===== src/rtl/display_mux_ctrl.sv =====
// display_mux_ctrl: two-digit seven-segment multiplexer with dead-time; define LZ_BLANK_EN for leading-zero suppression
module display_mux_ctrl #(
  parameter int REFRESH_DIV = 24000,
  parameter int DEAD_CYCLES = 480
) (
  input  logic       int_osc,
  input  logic       reset,
  input  logic [3:0] s0,
  input  logic [3:0] s1,
  output logic [3:0] hex,
  output logic [1:0] an,
  output logic       blank,
  output logic       frame_tick
);
  localparam int MAXN = REFRESH_DIV > DEAD_CYCLES ? REFRESH_DIV : DEAD_CYCLES;
  localparam int W = $clog2(MAXN + 1);
  localparam logic [W-1:0] SHOW_LAST = W'(REFRESH_DIV - 1);
  localparam logic [W-1:0] DEAD_LAST = W'(DEAD_CYCLES > 0 ? DEAD_CYCLES - 1 : 0);
  typedef enum logic [1:0] {SHOW0, DEAD0, SHOW1, DEAD1} state_t;
  state_t state, nxt;
  logic [W-1:0] cnt, cnt_d;
  logic [7:0] snap, snap_d;
  logic [3:0] hex_d;
  logic [1:0] an_d;
  logic done, enter0, lz;
  // State, slot counter, snapshot and all outputs register together so they change on one edge
  always_ff @(posedge int_osc or negedge reset)
    if (!reset) begin
      state      <= DEAD1;
      cnt        <= '0;
      snap       <= '0;
      hex        <= 4'h0;
      an         <= 2'b11;
      blank      <= 1'b1;
      frame_tick <= 1'b0;
    end else begin
      state      <= nxt;
      cnt        <= cnt_d;
      snap       <= snap_d;
      hex        <= hex_d;
      an         <= an_d;
      blank      <= an_d == 2'b11;
      frame_tick <= enter0;
    end
  // Advance to the next slot when the counter reaches the last cycle of the current one
  always_comb begin
    done  = (state == SHOW0 || state == SHOW1) ? cnt == SHOW_LAST : cnt == DEAD_LAST;
    nxt   = !done ? state :
            state == SHOW0 ? (DEAD_CYCLES == 0 ? SHOW1 : DEAD0) :
            state == DEAD0 ? SHOW1 :
            state == SHOW1 ? (DEAD_CYCLES == 0 ? SHOW0 : DEAD1) : SHOW0;
    cnt_d = nxt != state ? '0 : cnt + W'(1);
  end
  // Next outputs derive from the next state; hex holds through dead slots to keep the decoder quiet
  always_comb begin
    enter0 = nxt == SHOW0 && state != SHOW0;
    snap_d = enter0 ? {s1, s0} : snap;
`ifdef LZ_BLANK_EN
    lz     = snap_d[7:4] == 4'h0;
`else
    lz     = 1'b0;
`endif
    an_d   = nxt == SHOW0 ? 2'b10 : (nxt == SHOW1 && !lz) ? 2'b01 : 2'b11;
    hex_d  = nxt == SHOW0 ? snap_d[3:0] : nxt == SHOW1 ? snap_d[7:4] : hex;
  end
endmodule

===== config.mk =====
export PLATFORM = sky130hd
export DESIGN_NAME = display_mux_ctrl
export DESIGN_NICKNAME = d
export VERILOG_FILES = /design/src/rtl/display_mux_ctrl.sv
export SDC_FILE = /design/constraint.sdc
export NUM_CORES = 1
export LEC_CHECK = 0
export CORE_ASPECT_RATIO = 1.4
export CORE_MARGIN = 10
export CORE_UTILIZATION = 45
export CTS_CLUSTER_DIAMETER = 100
export DETAILED_ROUTE_END_ITERATION = 7
export GPL_ROUTABILITY_DRIVEN = 0
export GPL_TIMING_DRIVEN = 0
export PLACE_DENSITY = 0.69
export RECOVER_POWER = 50
export SYNTH_ARGS = -nofsm -noshare
export SYNTH_HDL_FRONTEND = slang
export SYNTH_SLANG_ARGS = --single-unit

===== constraint.sdc =====
create_clock -name int_osc -period 6.8 [get_ports int_osc]
set_input_delay 0.68 -clock int_osc [delete_from_list [all_inputs] [get_ports int_osc]]
set_output_delay 0.68 -clock int_osc [all_outputs]
set_load 0.01 [all_outputs]

==> metrics <==
total of max-cap violations 0; Setup violations, final 0; Tmin final 2.57 ns; WL final 2.91 mm; Setup crit end kind flop; H-tree level count 2; area grow syn2layout 23.6%; post-synth top area cell dfrtp_1; final hold viol count 0; share of post-route cells with drive strength above 1 0.123; register bit total from synthesis 32; CTS tree yes; Synth async-reset ratio 1.00; DR DRC count 0; RSZ-0062 raised after global routing false; synth warn 0; Distinct cells, synth 34; Synth Area per Inst 10.8 um2; row cnt 24; Die Area 6000 um2; Worst-path clk slew 0.07 ns; final net count 175; initial core utilization 0.473; worst skew pair latency 0.28 ns; Core Area 3120 um2; CTS Buf Count 5; total track usage 0.108; startpoint types flop; Pleak 0.835 nW; setup TNS 0 ns; Post-Synthesis Cells 137; # diodes 0; largest net degree at the start of global routing 22; top_reg_cell synth dfrtp_1; Slew Viols, Final 0; Req. time, crit path 6.94 ns; Final ANT Viol Nets 0; maximum clock path buffer count 2; I/O pins 18; Peak VDD IR 0.196 mV; Synth top area share 0.475; Max Freq 0.389 GHz; top post-synthesis cells by area dfrtp_1, dfstp_2, xor2_1; Die Y 87.8 um; Post-DP HPWL 2.20 mm; CP max FO 10; root buf cell clkbuf_8; clk sinks 32; Seq/Total Area, Yosys 0.546; Setup CP Type flop to flop; fin crit share 0.378; Synth Cell Area 1480 um2; Pwr per Cell Area 223 nW/um2; # port buffers 17; Gates resized, CTS repair 0; vias in the first global route 1137; Post-CTS Hold Fix Bufs 0; drt pass-1 iters 4; syn_nets 150; Post-CTS Setup Repair Bufs 0; die width 68.4 um; first-pass GRT wire length 4.97 mm; post-layout util 0.585; Initial DRC Count 42; clock skew 0.00475 ns; number of vias per cell 5.24; GRT overflow 0; DR vias 1059; routed len/inst 14.4 um; number of synthesized flops with an enable pin 0; Worst Hold Class flop to flop; initial antenna violation count 0; worst rel slew slack 0.258; status completed; Worst EP arrival 2.71 ns; Slew @ Worst Pin 1.11 ns
[synthesized netlist by cell type, types with 2 or more instances]
cell type and n:
o21ai_0 4, nand2_1 12, xor2_1 8, xnor2_1 6
inv_1 13, nand3_1 5, a21oi_1 3, nor4_1 2
o221ai_1 3, ha_1 3, a31oi_1 2, mux2i_1 4
nor2_1 15, dfstp_2 4, nor3_1 2, nor2b_1 2
nand4_1 4, or2_2 2, dfrtp_1 28
[state kept, by name (all words and copies together), names as in the netlist]
signal      flops
cnt            15
state           2
an              2
hex             4
frame_tick      1
snap            8
[final timing paths]
check | endpoint | from | slack, ns | cells past startpoint
hold reg to reg | snap[0] | snap[0] | 0.48 | 2
setup reg to reg | hex[2] | cnt[0] | 4.23 | 8
setup / recovery | hex[2] | cnt[0] | 4.23 | 8
min in group asynchronous | hex[2] | reset | 0.81 | 1
max in group asynchronous | cnt[4] | reset | 4.60 | 2
hold / removal | snap[0] | snap[0] | 0.48 | 2
[worst max-delay path: stages, from the launching register on]
cell      delay (ns)
dfrtp_1         0.39
ha_1            0.23
nand4_2         0.17
or4_4           0.54
a21o_1          0.27
a21oi_2         0.27
buf_6           0.18
mux2i_1         0.23
o221ai_1        0.14
[area by class of cell]
cell class / instances / area, um2
inverter: 13 / 48.8
fill: 277 / 1300
multi-input combinational: 90 / 607
clock buffer: 7 / 96.3
tap: 39 / 48.8
buffer: 2 / 15.0
sequential: 32 / 806
timing repair buffer: 18 / 174
clock inverter: 1 / 30.0
[power breakdown]
group          total [W]  internal, W  switching, W
clock           0.000200     0.000129     0.0000707
sequential      0.000194     0.000193   0.000000945
combinational  0.0000135   0.00000728    0.00000622
total           0.000407     0.000329     0.0000779
[layer usage]
| metal | wire [um] | part of all wire | vias to the layer above | global-route usage |
|---|---|---|---|---|
| met1 | 1110 | 0.38 | 518 | 0.105 |
| li1 | - | - | 517 | - |
| met3 | 181 | 0.062 | 5 | 0.0537 |
| met4 | 43 | 0.015 | 0 | 0.0385 |
| met2 | 1570 | 0.54 | 19 | 0.188 |
| met5 | 0 | 0 | - | 0 |
[logic make-up (layout without fill, tap and decap cells)]
logic type / count (synthesis) / in the layout / share of synthesized area
buffers and inverters: 15 / 41 / 0.0432
AND/OR/NAND/NOR: 49 / 49 / 0.164
AO/OA/AOI/OAI: 18 / 18 / 0.0958
adder cells (fa/ha/maj): 3 / 3 / 0.0254
flip-flops: 32 / 32 / 0.546
multiplexers: 6 / 6 / 0.0424
XOR/XNOR: 14 / 14 / 0.0831
[cell usage in the layout, fill, tap and decap left out, types with 2 or more instances in the layout]
cell type,n
dfrtp_1,28
clkdlybuf4s50_1,16
nor2_1,15
inv_1,13
nand2_1,12
xor2_1,8
clkbuf_8,7
xnor2_1,6
nand3_1,5
nand4_1,4
mux2i_1,4
o21ai_0,4
dfstp_2,4
a21oi_1,3
o221ai_1,3
ha_1,3
or2_2,2
nor4_1,2
a31oi_1,2
nor3_1,2
nor2b_1,2
clkbuf_1,2
[stage by stage]
| stage | cell area (um2) | total power [W] | hold slack, ns | cells | setup slack [ns] |
|---|---|---|---|---|---|
| after global routing | 1830 | 0.000421 | 0.519 | 202 | 3.99 |
| after global placement | 1700 | 0.000210 | 0.464 | 193 | 4.29 |
| final | 1830 | 0.000407 | 0.483 | 202 | 4.23 |
| after detailed placement | 1720 | 0.000213 | 0.473 | 194 | 4.23 |
| after CTS | 1850 | 0.000411 | 0.488 | 202 | 4.19 |
| after floorplan | 1480 | 0.000199 | 0.384 | 137 | 4.49 |
No activity file was read; power rests on OpenSTA's default activity.
